## config.mk

```make
export PLATFORM = sky130hd
export DESIGN_NAME = wide_add_sequencer_flat
export DESIGN_NICKNAME = d
export VERILOG_FILES = /design/src/rtl/wide_add_sequencer_if.sv /design/src/rtl/wide_add_sequencer.sv /design/src/flat_wrapper.sv
export SDC_FILE = /design/constraint.sdc
export NUM_CORES = 1
export LEC_CHECK = 0
export BUFFER_PORTS_ARGS = -buffer_cell sky130_fd_sc_hd__buf_2
export CORE_ASPECT_RATIO = 1.1
export CORE_UTILIZATION = 50
export CTS_CLUSTER_DIAMETER = 60
export DETAILED_ROUTE_END_ITERATION = 16
export PLACE_DENSITY_LB_ADDON = 0.05
export SETUP_SLACK_MARGIN = 0.4
export SLEW_MARGIN = 40
export SYNTH_ARGS = -nofsm -noshare
export SYNTH_HDL_FRONTEND = slang
export SYNTH_SLANG_ARGS = --single-unit
```

## constraint.sdc

```tcl
create_clock -name clk -period 2.45 [get_ports clk]
set_input_delay 0.1225 -clock clk [delete_from_list [all_inputs] [get_ports clk]]
set_output_delay 0.1225 -clock clk [all_outputs]
set_load 0.05 [all_outputs]
```

## src/rtl/wide_add_sequencer_if.sv

```systemverilog
// Request/response channel of wide_add_sequencer; req_sub exists only with WADD_SUB_EN.
// master = issuing/consuming side, slave = sequencer side.
interface wide_add_sequencer_if #(
  parameter int W = 16
);
  logic         req_valid;
  logic         req_ready;
  logic [W-1:0] req_a;
  logic [W-1:0] req_b;
  logic         req_cin;
`ifdef WADD_SUB_EN
  logic         req_sub;
`endif
  logic         rsp_valid;
  logic         rsp_ready;
  logic [W-1:0] rsp_sum;
  logic         rsp_cout;
  logic         rsp_ovf;

  modport master (
    output req_valid, req_a, req_b, req_cin,
`ifdef WADD_SUB_EN
    output req_sub,
`endif
    output rsp_ready,
    input  req_ready, rsp_valid, rsp_sum, rsp_cout, rsp_ovf
  );

  modport slave (
    input  req_valid, req_a, req_b, req_cin,
`ifdef WADD_SUB_EN
    input  req_sub,
`endif
    input  rsp_ready,
    output req_ready, rsp_valid, rsp_sum, rsp_cout, rsp_ovf
  );
endinterface

```

## src/rtl/wide_add_sequencer.sv

```systemverilog
// Wide add (or subtract with WADD_SUB_EN) over a LENGTH-bit fulladder, one slice per cycle, LSB first.
// Latency CHUNKS cycles from accept to rsp_valid; rsp_ready low holds DONE, req_ready low outside IDLE.
module wide_add_sequencer #(
  parameter int LENGTH = 4,
  parameter int CHUNKS = 4
) (
  input  logic                 clk,
  input  logic                 rst_n,
  wide_add_sequencer_if.slave  bus
);
  localparam int W    = LENGTH * CHUNKS;
  localparam int IDXW = (CHUNKS > 1) ? $clog2(CHUNKS) : 1;

  typedef enum logic [1:0] {IDLE, RUN, DONE} state_t;

  state_t            state, state_nxt;
  logic [W-1:0]      op_a, op_b, work_sum, sum_full;
  logic [W-1:0]      b_eff, rsp_sum_q;
  logic              cin_eff, carry, rsp_cout_q, rsp_ovf_q;
  logic [IDXW-1:0]   idx;
  logic              last;
  logic              req_ready_c, rsp_valid_c;
  logic [LENGTH-1:0] fa_a, fa_b, fa_sum;
  logic              fa_cout;

`ifdef WADD_SUB_EN
  assign b_eff   = bus.req_sub ? ~bus.req_b : bus.req_b;
  assign cin_eff = bus.req_sub ? 1'b1 : bus.req_cin;
`else
  assign b_eff   = bus.req_b;
  assign cin_eff = bus.req_cin;
`endif

  assign last = (idx == IDXW'(CHUNKS - 1));
  assign fa_a = op_a[idx*LENGTH +: LENGTH];
  assign fa_b = op_b[idx*LENGTH +: LENGTH];

  fulladder #(.LENGTH(LENGTH)) u_fa (
    .a    (fa_a),
    .b    (fa_b),
    .cin  (carry),
    .sum  (fa_sum),
    .cout (fa_cout)
  );

  // Working sum with the current slice merged in, so the last cycle can publish it directly.
  always_comb begin
    sum_full = work_sum;
    sum_full[idx*LENGTH +: LENGTH] = fa_sum;
  end

  always_ff @(posedge clk or negedge rst_n) begin
    if (!rst_n) state <= IDLE;
    else        state <= state_nxt;
  end

  always_comb begin
    state_nxt   = state;
    req_ready_c = 1'b0;
    rsp_valid_c = 1'b0;
    case (state)
      IDLE: begin
        req_ready_c = 1'b1;
        if (bus.req_valid) state_nxt = RUN;
      end
      RUN: begin
        if (last) state_nxt = DONE;
      end
      DONE: begin
        rsp_valid_c = 1'b1;
        if (bus.rsp_ready) state_nxt = IDLE;
      end
      default: state_nxt = IDLE;
    endcase
  end

  always_ff @(posedge clk or negedge rst_n) begin
    if (!rst_n) begin
      op_a       <= '0;
      op_b       <= '0;
      work_sum   <= '0;
      carry      <= 1'b0;
      idx        <= '0;
      rsp_sum_q  <= '0;
      rsp_cout_q <= 1'b0;
      rsp_ovf_q  <= 1'b0;
    end else if (state == IDLE) begin
      if (bus.req_valid) begin
        op_a  <= bus.req_a;
        op_b  <= b_eff;
        carry <= cin_eff;
        idx   <= '0;
      end
    end else if (state == RUN) begin
      work_sum <= sum_full;
      carry    <= fa_cout;
      idx      <= last ? '0 : idx + IDXW'(1);
      if (last) begin
        rsp_sum_q  <= sum_full;
        rsp_cout_q <= fa_cout;
        rsp_ovf_q  <= (op_a[W-1] == op_b[W-1]) && (sum_full[W-1] != op_a[W-1]);
      end
    end
  end

  assign bus.req_ready = req_ready_c;
  assign bus.rsp_valid = rsp_valid_c;
  assign bus.rsp_sum   = rsp_sum_q;
  assign bus.rsp_cout  = rsp_cout_q;
  assign bus.rsp_ovf   = rsp_ovf_q;
endmodule

module fulladder #(
  parameter int LENGTH = 4
) (
  input  logic [LENGTH-1:0] a,
  input  logic [LENGTH-1:0] b,
  input  logic              cin,
  output logic [LENGTH-1:0] sum,
  output logic              cout
);
  assign {cout, sum} = {1'b0, a} + {1'b0, b} + {{LENGTH{1'b0}}, cin};
endmodule

```

## src/flat_wrapper.sv

```systemverilog
// flat-port wrapper written by rule: the top's interface ports become plain ports
module wide_add_sequencer_flat 
#(
  parameter int LENGTH = 4,
  parameter int CHUNKS = 4
)
  (clk, rst_n, bus_req_valid, bus_req_a, bus_req_b, bus_req_cin, bus_rsp_ready, bus_req_ready, bus_rsp_valid, bus_rsp_sum, bus_rsp_cout, bus_rsp_ovf);
  wide_add_sequencer_if #(.W((LENGTH * CHUNKS))) bus_i ();
  input  logic clk;
  input  logic rst_n;
  input wire logic [$bits(bus_i.req_valid)-1:0] bus_req_valid;
  input wire logic [$bits(bus_i.req_a)-1:0] bus_req_a;
  input wire logic [$bits(bus_i.req_b)-1:0] bus_req_b;
  input wire logic [$bits(bus_i.req_cin)-1:0] bus_req_cin;
  input wire logic [$bits(bus_i.rsp_ready)-1:0] bus_rsp_ready;
  output wire logic [$bits(bus_i.req_ready)-1:0] bus_req_ready;
  output wire logic [$bits(bus_i.rsp_valid)-1:0] bus_rsp_valid;
  output wire logic [$bits(bus_i.rsp_sum)-1:0] bus_rsp_sum;
  output wire logic [$bits(bus_i.rsp_cout)-1:0] bus_rsp_cout;
  output wire logic [$bits(bus_i.rsp_ovf)-1:0] bus_rsp_ovf;
  assign bus_i.req_valid = bus_req_valid;
  assign bus_i.req_a = bus_req_a;
  assign bus_i.req_b = bus_req_b;
  assign bus_i.req_cin = bus_req_cin;
  assign bus_i.rsp_ready = bus_rsp_ready;
  assign bus_req_ready = bus_i.req_ready;
  assign bus_rsp_valid = bus_i.rsp_valid;
  assign bus_rsp_sum = bus_i.rsp_sum;
  assign bus_rsp_cout = bus_i.rsp_cout;
  assign bus_rsp_ovf = bus_i.rsp_ovf;
  wide_add_sequencer #(.LENGTH(LENGTH), .CHUNKS(CHUNKS)) u_core (.clk(clk), .rst_n(rst_n), .bus(bus_i));
endmodule
```

* Yosys cells after proc, flatten, opt, wreduce, memory -nomap -nowiden *
Cells that the tools add are included.

storage, ports and cells
  input port bits = 37
  word-level logic and storage cells = 48
  register bits = 71
  output and inout port bits = 20

operators by class
  $add $sub $neg = 4
  shift operators = 4
  reduce and logical (&&, ||, !) cells = 8
  muxes and demuxes = 14
  equal/unequal tests = 8
  bitwise gates (word level) = 1

operator list
  kind                                                                     number
  4-bit negator with 34-bit output                                         1
  4-bit by 34-bit variable shift with 16-bit output, first input constant  1
  4-bit by 34-bit variable part select with 16-bit output                  1
  16-bit by 5-bit variable part select with 4-bit output                   2
  16-bit bitwise mux                                                       1
  2-bit 2-to-1 mux                                                         7
  2-bit one-hot mux with 3 select lines                                    1
  2-bit AND reduction                                                      3
  3-bit AND reduction                                                      2
  4-bit by 4-bit adder with 5-bit output                                   1
  5-bit by 1-bit adder with 5-bit output                                   1
  1-bit 2-to-1 mux                                                         5
  2-bit == test, second input constant                                     2
  2-bit inequality test, second input constant                             2
  2-bit by 1-bit adder with 2-bit output, second input constant            1
  2-bit by 1-bit == test with 1-bit output, second input constant          1
  2-bit logical NOT                                                        1
  2-bit by 1-bit inequality test with 1-bit output, second input constant  1
  2-bit nonzero test                                                       1
  1-bit == test                                                            1
  1-bit logical AND                                                        1
  1-bit inequality test                                                    1
  1-bit NOT                                                                1

* Longest topological paths before layout *
Gate-level depths: netlist of the first run.

  depth after elaboration = 7
  depth in mapped cells = 10
  depth with buffers taken out = 8

* Hierarchy *
A second synthesis of the first run with hierarchy kept.

second synthesis, totals
  cell total of the unflattened synthesis = 269
  area total of the unflattened synthesis = 3,387.0 um^2

modules (own cells, without submodules)
  module              cells an instance  area each (um^2)  instances  seq. area each (um^2)
  wide_add_sequencer  253                3,243.1           1          1,776.7
  fulladder           16                 143.9             1          0.0

* Worst setup path before layout of the first run *
OpenSTA, ideal clock, no wires.

  path kind = flip-flop to flip-flop
  start point = register u_core.idx[0]
  end point = register u_core.work_sum[1]
  period minus slack after synthesis = 2.672 ns
  path buffers = 2
  setup time = 0.066 ns
  stages on the path, launching flop included = 9
  required time = 2.384 ns
  setup slack = -0.222 ns
  data arrival time = 2.606 ns
  cell sequence = dfrtp_1 > buf_6 > buf_2 > mux4_2 > fa_1 > inv_1 > fa_1 > nor2_1 > a22o_1

between the ends
  longest elaborated chain between the ends = 5
  elaborated cells between the ends (all ways) = 8
  classes of those cells = add/sub: 3; shift: 4; mux: 1

ends and longest elaborated chain
  what                                                                              RTL line                                            text
  from (decl)                                                                       wide_add_sequencer.sv:20                            logic [IDXW-1:0] idx;
  from (signal assigned)                                                            wide_add_sequencer.sv:97                            idx <= last ? '0 : idx + IDXW'(1);
  16-bit by 5-bit variable part select with 4-bit output, on equally long branches  wide_add_sequencer.sv:35, wide_add_sequencer.sv:36
  4-bit by 4-bit adder with 5-bit output                                            wide_add_sequencer.sv:122                           assign {cout, sum} = {1'b0, a} + {1'b0, b} + {{LENGTH{1'b0}}, cin};
  5-bit by 1-bit adder with 5-bit output                                            wide_add_sequencer.sv:122
  4-bit by 34-bit variable part select with 16-bit output                           wide_add_sequencer.sv:49                            sum_full[idx*LENGTH +: LENGTH] = fa_sum;
  16-bit bitwise mux *                                                              wide_add_sequencer.sv:49
  to (signal assigned)                                                              wide_add_sequencer.sv:95                            work_sum <= sum_full;
  to (decl)                                                                         wide_add_sequencer.sv:17                            logic [W-1:0] op_a, op_b, work_sum, sum_full;

Mark *: on every way between the ends. The rest lies on a longest branch, timed or not.
A chain may end at the register's enable or synchronous reset.

* Worst setup path in the final report of the first run *
  start point = register u_core.idx[0]
  end point = register u_core.rsp_sum_q[9], in the netlist u_core.bus.rsp_sum[9]

between the ends
  longest elaborated chain between the ends = 5
  elaborated cells between the ends (all ways) = 10
  classes of those cells = add/sub: 3; eq/ne: 1; shift: 4; mux: 1; reduce/logical: 1

ends and longest elaborated chain
  what                                                                              RTL line                                            text
  16-bit by 5-bit variable part select with 4-bit output, on equally long branches  wide_add_sequencer.sv:35, wide_add_sequencer.sv:36
  4-bit by 4-bit adder with 5-bit output                                            wide_add_sequencer.sv:122
  5-bit by 1-bit adder with 5-bit output                                            wide_add_sequencer.sv:122
  4-bit by 34-bit variable part select with 16-bit output                           wide_add_sequencer.sv:49
  16-bit bitwise mux                                                                wide_add_sequencer.sv:49
  to (signal assigned)                                                              wide_add_sequencer.sv:99                            rsp_sum_q <= sum_full;
  to (decl)                                                                         wide_add_sequencer.sv:18                            logic [W-1:0] b_eff, rsp_sum_q;

Several ways; a longest one is shown, not always the timed one.

==> run_summary.xml, run 1 <==
<?xml version="1.0" encoding="UTF-8"?>
<metrics>
  <group name="pwr">
    <metric name="peakVddDrop" unit="mV">0.994</metric>
    <metric name="pd_cells" unit="nW/um2">1590</metric>
    <metric name="static-leakage-power" unit="uW">0.00225</metric>
  </group>
  <group name="timing">
    <metric name="period_minus_slack" unit="ns">2.43</metric>
    <metric name="rsz0062_at_grt" unit="">yes</metric>
    <metric name="fmax" unit="MHz">412</metric>
    <metric name="hold_viol_final" unit="">0</metric>
    <metric name="final.setup_skew" unit="ns">0.00939</metric>
    <metric name="tightestPinTransition" unit="ns">0.634</metric>
    <metric name="slew_viol_final" unit="">0</metric>
    <metric name="holdWs" unit="ns">0.203</metric>
    <metric name="setup-violations-final" unit="">0</metric>
    <metric name="timing.max_slew.rel_slack" unit="%">57.7</metric>
    <metric name="final_min_period_over_clock_period" unit="%">99.1</metric>
  </group>
  <group name="final_layout">
    <metric name="drive_gt1_share" unit="%">32.7</metric>
    <metric name="finalNetCount" unit="">487</metric>
    <metric name="final_cells" unit="">526</metric>
    <metric name="insertedDiodeCount" unit="">0</metric>
    <metric name="mostFrequentLayoutCell" unit="">nand2_1</metric>
    <metric name="area_added_between_synthesis_and_finish" unit="%">35.0</metric>
    <metric name="layout.cells.most_common_list" unit="">nand2_1 (115), dfrtp_1 (71), buf_2 (56)</metric>
    <metric name="fill_cells" unit="">490</metric>
  </group>
  <group name="floorplanning">
    <metric name="floorplan.die.width" unit="um">80.5</metric>
    <metric name="std_cell_rows" unit="">31</metric>
    <metric name="floorplan.io_pins" unit="">57</metric>
    <metric name="floorplan.initialDensity" unit="%">51.7</metric>
    <metric name="fp.dieArea" unit="um2">7120</metric>
    <metric name="fp.coreArea" unit="um2">6560</metric>
    <metric name="height_of_the_chip" unit="um">88.4</metric>
  </group>
  <group name="critical_path">
    <metric name="end_kind" unit="">flop</metric>
    <metric name="worst_path_most_repeated_cell" unit="">fa_2</metric>
    <metric name="critical_path.top_delay_family" unit="">adder cells</metric>
    <metric name="reg2reg_depth" unit="">7</metric>
    <metric name="setup.worst_path.start_class" unit="">flop</metric>
    <metric name="r2r-start" unit="">u_core.idx[0]</metric>
    <metric name="cp_max_fo" unit="">7</metric>
    <metric name="timing.critical_path.slowest_cell_delay" unit="ns">0.52</metric>
    <metric name="regToRegEndpoint" unit="">u_core.bus.rsp_sum[9]</metric>
    <metric name="worst-r2r-setup-slack" unit="ns">0.02</metric>
    <metric name="worstSetupPathType" unit="">flop to flop</metric>
    <metric name="data_arrival_time_of_the_critical_path" unit="ns">2.70</metric>
    <metric name="critical_path_required" unit="ns">2.72</metric>
    <metric name="crit_chain" unit="">buf_12, mux4_2, fa_2, inv_2, fa_2, a2bb2oi_1, o21ai_1</metric>
    <metric name="timing.critical_path.slowest_stage_cell" unit="">mux4_2</metric>
    <metric name="critical_path_buf_inv_count" unit="">2</metric>
  </group>
  <group name="routing">
    <metric name="post-route-drc-count" unit="">0</metric>
    <metric name="routedWlPerCell" unit="um">15.0</metric>
    <metric name="ant_nets" unit="">0</metric>
    <metric name="via_count" unit="">2788</metric>
    <metric name="drt_wl_total" unit="mm">7.88</metric>
    <metric name="drt_first_iter_violations" unit="">135</metric>
    <metric name="number_of_search_and_repair_iterations_in_the_first_detailed_routing_pass" unit="">5</metric>
    <metric name="post_drt_via_cell_ratio" unit="">5.30</metric>
  </group>
  <group name="worst_hold_path">
    <metric name="min_delay_worst_endpoint" unit="">u_core.carry</metric>
    <metric name="worstHoldStart" unit="">bus_req_cin</metric>
    <metric name="whs_path_depth" unit="">4</metric>
    <metric name="timing.hold.worst.class" unit="">primary input to flop</metric>
  </group>
  <group name="yosys">
    <metric name="post-synth-top-area-cell" unit="">dfrtp_1</metric>
    <metric name="synthesis.instances" unit="">333</metric>
    <metric name="syn_area" unit="um2">3390</metric>
    <metric name="top_area_cell_type_share_of_the_netlist_area" unit="%">52.4</metric>
    <metric name="syn_avg_cell_area" unit="um2">10.2</metric>
    <metric name="synth_seq_cells" unit="">71</metric>
    <metric name="synth.area.top_cells" unit="">dfrtp_1 (52%), nand2_1 (13%), mux4_2 (5.3%), ha_1 (3.3%), o21ai_0 (2.2%)</metric>
    <metric name="synthFlopType" unit="">dfrtp_1</metric>
    <metric name="ys_seq_area_share" unit="%">52.4</metric>
    <metric name="synth.lib_cells_used.distinct" unit="">45</metric>
    <metric name="synth_enable_flop_cells" unit="">0</metric>
    <metric name="async_reset_ff_share" unit="%">100</metric>
    <metric name="syn_nets" unit="">381</metric>
    <metric name="yosys_warnings" unit="">0</metric>
  </group>
  <group name="global_route">
    <metric name="grt_usage" unit="%">24.1</metric>
    <metric name="globalRouteOverflowTotal" unit="">0</metric>
    <metric name="first_global_vias" unit="">2614</metric>
    <metric name="grt_pass1_wl" unit="mm">12.7</metric>
    <metric name="initial_antenna_violation_count" unit="">0</metric>
    <metric name="pin_count_of_the_biggest_net_entering_global_routing" unit="">72</metric>
  </group>
  <group name="placed_design">
    <metric name="place.gp.congestion" unit="">0.800</metric>
    <metric name="io_buffer_count" unit="">56</metric>
    <metric name="place.detailed.instances" unit="">473</metric>
    <metric name="post-dp-hpwl" unit="mm">5.15</metric>
  </group>
  <group name="clock_network">
    <metric name="cts.sinks" unit="">71</metric>
    <metric name="numCtsBuffers" unit="">9</metric>
    <metric name="cts-root-buf" unit="">clkbuf_8</metric>
    <metric name="clock_tree.buffer_depth" unit="">2</metric>
    <metric name="clk_latency" unit="ns">0.35</metric>
    <metric name="ctsHtreeMaxLevel" unit="">3</metric>
    <metric name="tritoncts" unit="">built</metric>
    <metric name="cts.reportedPaths.clkPinSlew" unit="ns">0.08</metric>
  </group>
  <group name="run_status">
    <metric name="outcome" unit="">finished, final reports clean</metric>
  </group>
  <group name="job">
    <metric name="cap_viol_max_count" unit="">0</metric>
  </group>
</metrics>
area by class of cell:
type	instances	area [um2]	share of cell area (%)
clock buffer	11	131	2.87
clock inverter	5	25.0	0.546
inverter	16	60.1	1.31
multi-input combinational	227	1660	36.3
tap	82	103	2.24
sequential	71	1780	38.8
timing repair buffer	114	821	17.9
per-layer routing:
metal / global-route usage [%] / routed length (um) / vias to the layer above / part of all wire, %
li1: - / - / 1349 / -
met1: 30.2 / 3420 / 1360 / 43
met2: 39.6 / 3980 / 63 / 51
met4: 12.3 / 195 / 0 / 2.5
met3: 4.85 / 280 / 16 / 3.6
met5: 0 / 0 / - / 0
timing repair:
action / in CTS / in global routing
resized for setup: 17 / 10
endpoints found under the setup margin: 30 / 35
buffers inserted: 2 / 1
hold buffers: 34 / 0
hold endpoints to repair: 104 / 0
pin swaps: 12 / 5
cells in the mapped netlist (all sizes together), types with 2 or more instances:
cell type and number:
and2 2, o32ai 3, clkbuf 10, and4bb 2, mux4 8, and2b 2
a2bb2oi 2, inv 16, nand3 2, ha 9, dfrtp 71, o21ai 15
a22oi 4, a21oi 8, nand2 115, a22o 8, nor2b 4, nor2 6
fa 2, o31ai 3, buf 9, a32o 7, mux2 4, nand2b 2
worst reg2reg max path, cell delays in order (launching register included):
cell and delay, ns:
dfrtp_1 0.40, buf_12 0.15, mux4_2 0.52, fa_2 0.40
inv_2 0.07, fa_2 0.51, a2bb2oi_1 0.19, o21ai_1 0.12
cell families (layout without fill, tap and decap cells):
family,count (synthesis),count (layout),synth area share (%)
AO/OA/AOI/OAI,58,58,12.5
XOR/XNOR,1,1,0.258
adder cells (fa/ha/maj),11,11,4.50
buffers and inverters,35,146,4.39
flip-flops,71,71,52.4
multiplexers,12,12,6.64
AND/OR/NAND/NOR,145,145,19.4
registers in the layout (all words and copies together) (netlist names):
signal               count
u_core.bus.rsp_cout      1
u_core.bus.rsp_ovf       1
u_core.bus.rsp_sum      16
u_core.carry             1
u_core.idx               2
u_core.op_a             16
u_core.op_b             16
u_core.state             2
u_core.work_sum         16
power by group:
part / internal [uW] / switching (uW)
clock network: 359 / 426
registers: 1650 / 283
logic: 1960 / 2590
total: 3960 / 3300
worst max path at each step:
stage	startpoint	to	cells after the start
2_1_floorplan	u_core.idx[0]	u_core.bus.rsp_ovf	8
3_3_place_gp	u_core.idx[0]	u_core.bus.rsp_sum[5]	7
3_5_place_dp	u_core.idx[0]	u_core.bus.rsp_ovf	8
4_1_cts	u_core.idx[0]	u_core.bus.rsp_sum[13]	8
5_1_grt	u_core.idx[0]	u_core.bus.rsp_sum[13]	8
6_report	u_core.idx[0]	u_core.bus.rsp_sum[9]	7
metrics by stage:
step                      setup TNS (ns)  cell area, um2  power [uW]  setup slack [ns]  util [%]
after floorplan                        0            3470        4760            0.0242         -
after global placement                 0            3910        5690            0.0630      59.7
after detailed placement         -0.0113            3920        5760           -0.0113      59.7
after CTS                              0            4520        7100           0.00892      69.0
after global routing              -0.395            4580        7720           -0.0619      69.9
final                                  0            4580        7260            0.0225      69.9
Power figures use the tool's default switching activity.
==> run 2, diff against run 1 <==
--- a/config.mk
+++ b/config.mk
@@ -7,7 +7,7 @@
 export LEC_CHECK = 0
 export BUFFER_PORTS_ARGS = -buffer_cell sky130_fd_sc_hd__buf_2
 export CORE_ASPECT_RATIO = 1.1
-export CORE_UTILIZATION = 50
+export CORE_UTILIZATION = 45
 export CTS_CLUSTER_DIAMETER = 60
 export DETAILED_ROUTE_END_ITERATION = 16
 export PLACE_DENSITY_LB_ADDON = 0.05
==> run_summary.xml, run 2 (synthesis results as in run 1) <==
<?xml version="1.0" encoding="UTF-8"?>
<metrics>
  <group name="run_status">
    <metric name="outcome" unit="">finished, violations left</metric>
    <metric name="violations_in_the_final_reports" unit="">design-rule violations</metric>
  </group>
  <group name="critical_path">
    <metric name="setup.worst_path.start_class" unit="">flop</metric>
    <metric name="worst_path_most_repeated_cell" unit="">buf_12</metric>
    <metric name="critical_path_required" unit="ns">2.72</metric>
    <metric name="data_arrival_time_of_the_critical_path" unit="ns">2.70</metric>
    <metric name="end_kind" unit="">flop</metric>
    <metric name="timing.critical_path.slowest_cell_delay" unit="ns">0.52</metric>
    <metric name="crit_chain" unit="">buf_12, buf_12, mux4_2, ha_4, nand3_4, buf_6, and4_4, or3_4, a41oi_2</metric>
    <metric name="worstSetupPathType" unit="">flop to flop</metric>
    <metric name="cp_max_fo" unit="">5</metric>
    <metric name="critical_path.top_delay_family" unit="">simple AND/OR/NAND/NOR gates</metric>
    <metric name="timing.critical_path.slowest_stage_cell" unit="">mux4_2</metric>
    <metric name="critical_path_buf_inv_count" unit="">3</metric>
  </group>
  <group name="final_layout">
    <metric name="layout.cells.most_common_list" unit="">nand2_1 (114), dfrtp_1 (71), buf_2 (56)</metric>
    <metric name="insertedDiodeCount" unit="">0</metric>
    <metric name="mostFrequentLayoutCell" unit="">nand2_1</metric>
    <metric name="final_design_area_no_fill" unit="um2">4680</metric>
    <metric name="drive_gt1_share" unit="%">32.9</metric>
    <metric name="finalNetCount" unit="">489</metric>
    <metric name="area_added_between_synthesis_and_finish" unit="%">38.1</metric>
    <metric name="ff_latch_area" unit="um2">1780</metric>
    <metric name="multi_input_comb_area" unit="um2">1690</metric>
    <metric name="fill_cells" unit="">577</metric>
    <metric name="layout.core_utilization" unit="%">65.3</metric>
  </group>
  <group name="placed_design">
    <metric name="io_buffer_count" unit="">56</metric>
    <metric name="placed_cell_area" unit="um2">3920</metric>
    <metric name="post-dp-hpwl" unit="mm">5.06</metric>
    <metric name="place.gp.congestion" unit="">0.803</metric>
    <metric name="pre_cts_slack" unit="ns">-0.00551</metric>
  </group>
  <group name="timing">
    <metric name="tightestPinTransition" unit="ns">0.393</metric>
    <metric name="timing.max_slew.rel_slack" unit="%">73.8</metric>
    <metric name="final_min_period_over_clock_period" unit="%">99.5</metric>
    <metric name="setup-violations-final" unit="">0</metric>
    <metric name="rsz0062_at_grt" unit="">yes</metric>
    <metric name="final.setup_skew" unit="ns">0.0113</metric>
    <metric name="period_minus_slack" unit="ns">2.44</metric>
    <metric name="slew_viol_final" unit="">0</metric>
    <metric name="worst_slack" unit="ns">0.0128</metric>
    <metric name="fmax" unit="MHz">410</metric>
    <metric name="hold_viol_final" unit="">0</metric>
  </group>
  <group name="floorplanning">
    <metric name="fp.dieArea" unit="um2">7890</metric>
    <metric name="floorplan.io_pins" unit="">57</metric>
    <metric name="floorplan.initialDensity" unit="%">47.3</metric>
    <metric name="std_cell_rows" unit="">32</metric>
    <metric name="fp.coreArea" unit="um2">7170</metric>
    <metric name="floorplan.die.width" unit="um">84.8</metric>
    <metric name="height_of_the_chip" unit="um">93.1</metric>
  </group>
  <group name="global_route">
    <metric name="pin_count_of_the_biggest_net_entering_global_routing" unit="">72</metric>
    <metric name="globalRouteOverflowTotal" unit="">0</metric>
    <metric name="first_global_vias" unit="">2757</metric>
    <metric name="grt_pass1_wl" unit="mm">13.3</metric>
    <metric name="initial_antenna_violation_count" unit="">0</metric>
    <metric name="grt_usage" unit="%">21.8</metric>
  </group>
  <group name="clock_network">
    <metric name="numCtsBuffers" unit="">9</metric>
    <metric name="clock_tree.buffer_depth" unit="">2</metric>
    <metric name="cts-root-buf" unit="">clkbuf_8</metric>
    <metric name="clk_latency" unit="ns">0.35</metric>
    <metric name="ctsHtreeMaxLevel" unit="">3</metric>
    <metric name="cts.reportedPaths.clkPinSlew" unit="ns">0.08</metric>
    <metric name="tritoncts" unit="">built</metric>
    <metric name="cts.sinks" unit="">71</metric>
  </group>
  <group name="pwr">
    <metric name="pd_cells" unit="nW/um2">1610</metric>
    <metric name="peakVddDrop" unit="mV">0.863</metric>
    <metric name="switching_share" unit="%">44.3</metric>
    <metric name="static-leakage-power" unit="uW">0.00227</metric>
    <metric name="cellInternalPower" unit="uW">4210</metric>
    <metric name="p_comb_share" unit="%">63.5</metric>
    <metric name="clockPowerShare" unit="%">11.0</metric>
    <metric name="sequentialPowerShare" unit="%">25.5</metric>
    <metric name="power.net_switching" unit="uW">3350</metric>
  </group>
  <group name="routing">
    <metric name="number_of_search_and_repair_iterations_in_the_first_detailed_routing_pass" unit="">13</metric>
    <metric name="post_drt_via_cell_ratio" unit="">5.25</metric>
    <metric name="ant_nets" unit="">0</metric>
    <metric name="length_of_routed_met2_wiring" unit="mm">3.99</metric>
    <metric name="detail_route.wirelength.met1" unit="mm">3.54</metric>
    <metric name="post-route-drc-count" unit="">4</metric>
    <metric name="routedWlPerCell" unit="um">15.1</metric>
    <metric name="route.top_layer_used" unit="">met4</metric>
    <metric name="wl_met3" unit="um">263</metric>
    <metric name="drt_first_iter_violations" unit="">132</metric>
    <metric name="drt_wl_total" unit="mm">7.98</metric>
    <metric name="via_count" unit="">2778</metric>
  </group>
  <group name="worst_hold_path">
    <metric name="timing.hold.worst.class" unit="">primary input to flop</metric>
  </group>
  <group name="job">
    <metric name="cap_viol_max_count" unit="">0</metric>
  </group>
</metrics>
==> run 2: cell types whose count changed in the layout (fill, tap and decap cells not counted), moves of 2 or more <==
cell,change
clkinv_2,-4
buf_12,+3
clkbuf_8,+2
buf_6,+3
buf_4,-4
==> run 2: final timing paths <==
| check | slack (ns) | to | cells after the start | start |
|---|---|---|---|---|
| setup / recovery | 0.01 | u_core.bus.rsp_ovf | 9 | u_core.idx[0] |
| hold / removal | 0.18 | u_core.carry | 4 | bus_req_cin |
| setup reg to reg | 0.01 | u_core.bus.rsp_ovf | 9 | u_core.idx[0] |
| hold reg to reg | 0.47 | u_core.op_b[8] | 2 | u_core.op_b[8] |
| max in group asynchronous | 1.80 | u_core.op_a[0] | 3 | rst_n |
| min in group asynchronous | 0.32 | u_core.bus.rsp_sum[15] | 3 | rst_n |
==> run 2: routing by layer <==
| metal | up-vias | GRT usage [%] |
|---|---|---|
| li1 | 1354 | - |
| met1 | 1332 | 27.6 |
| met2 | 75 | 36.9 |
| met3 | 17 | 3.27 |
| met4 | 0 | 10.0 |
| met5 | - | 0 |
==> run 2: repair_timing <==
action,4_1_cts,5_1_grt
setup endpoints to repair,31,35
hold buffers,34,0
pin swaps,6,10
gates cloned,0,0
endpoints found under the hold margin,104,0
gates resized for setup,14,20
setup buffers,2,6
==> run 2: through the flow <==
| step | hold WS (ns) | TNS [ns] | cells | power, uW |
|---|---|---|---|---|
| 2_1_floorplan | -0.173 | 0 | 333 | 4760 |
| 3_3_place_gp | 0.184 | 0 | 473 | 5680 |
| 3_5_place_dp | 0.183 | -0.00551 | 473 | 5750 |
| 6_report | 0.182 | 0 | 529 | 7560 |
| 5_1_grt | 0.254 | -0.304 | 529 | 8050 |
| 4_1_cts | 0.178 | 0 | 523 | 7010 |
==> run 2: power groups by stage <==
stage / clock [uW] / sequential, uW / combinational (uW)
floorplan: 0 / 2270 / 2490
global placement: 0 / 1940 / 3740
detailed placement: 0 / 1950 / 3800
CTS: 839 / 1930 / 4240
global route: 886 / 1990 / 5180
finish: 828 / 1930 / 4800
==> run 2: area by class of cell <==
type / instances / share of cell area (%)
well taps: 85 / 2.27
clock buffers: 13 / 3.39
flip-flops and latches: 71 / 37.9
inverters: 16 / 1.28
clock inverters: 1 / 0.107
multi-input cells: 227 / 36.1
repair buffers: 116 / 18.9
==> run 2: worst reg2reg max path, stage by stage (launching register included) <==
cell     delay, ns
dfrtp_1       0.40
buf_12        0.13
buf_12        0.10
mux4_2        0.52
ha_4          0.33
nand3_4       0.09
buf_6         0.13
and4_4        0.15
or3_4         0.37
a41oi_2       0.15
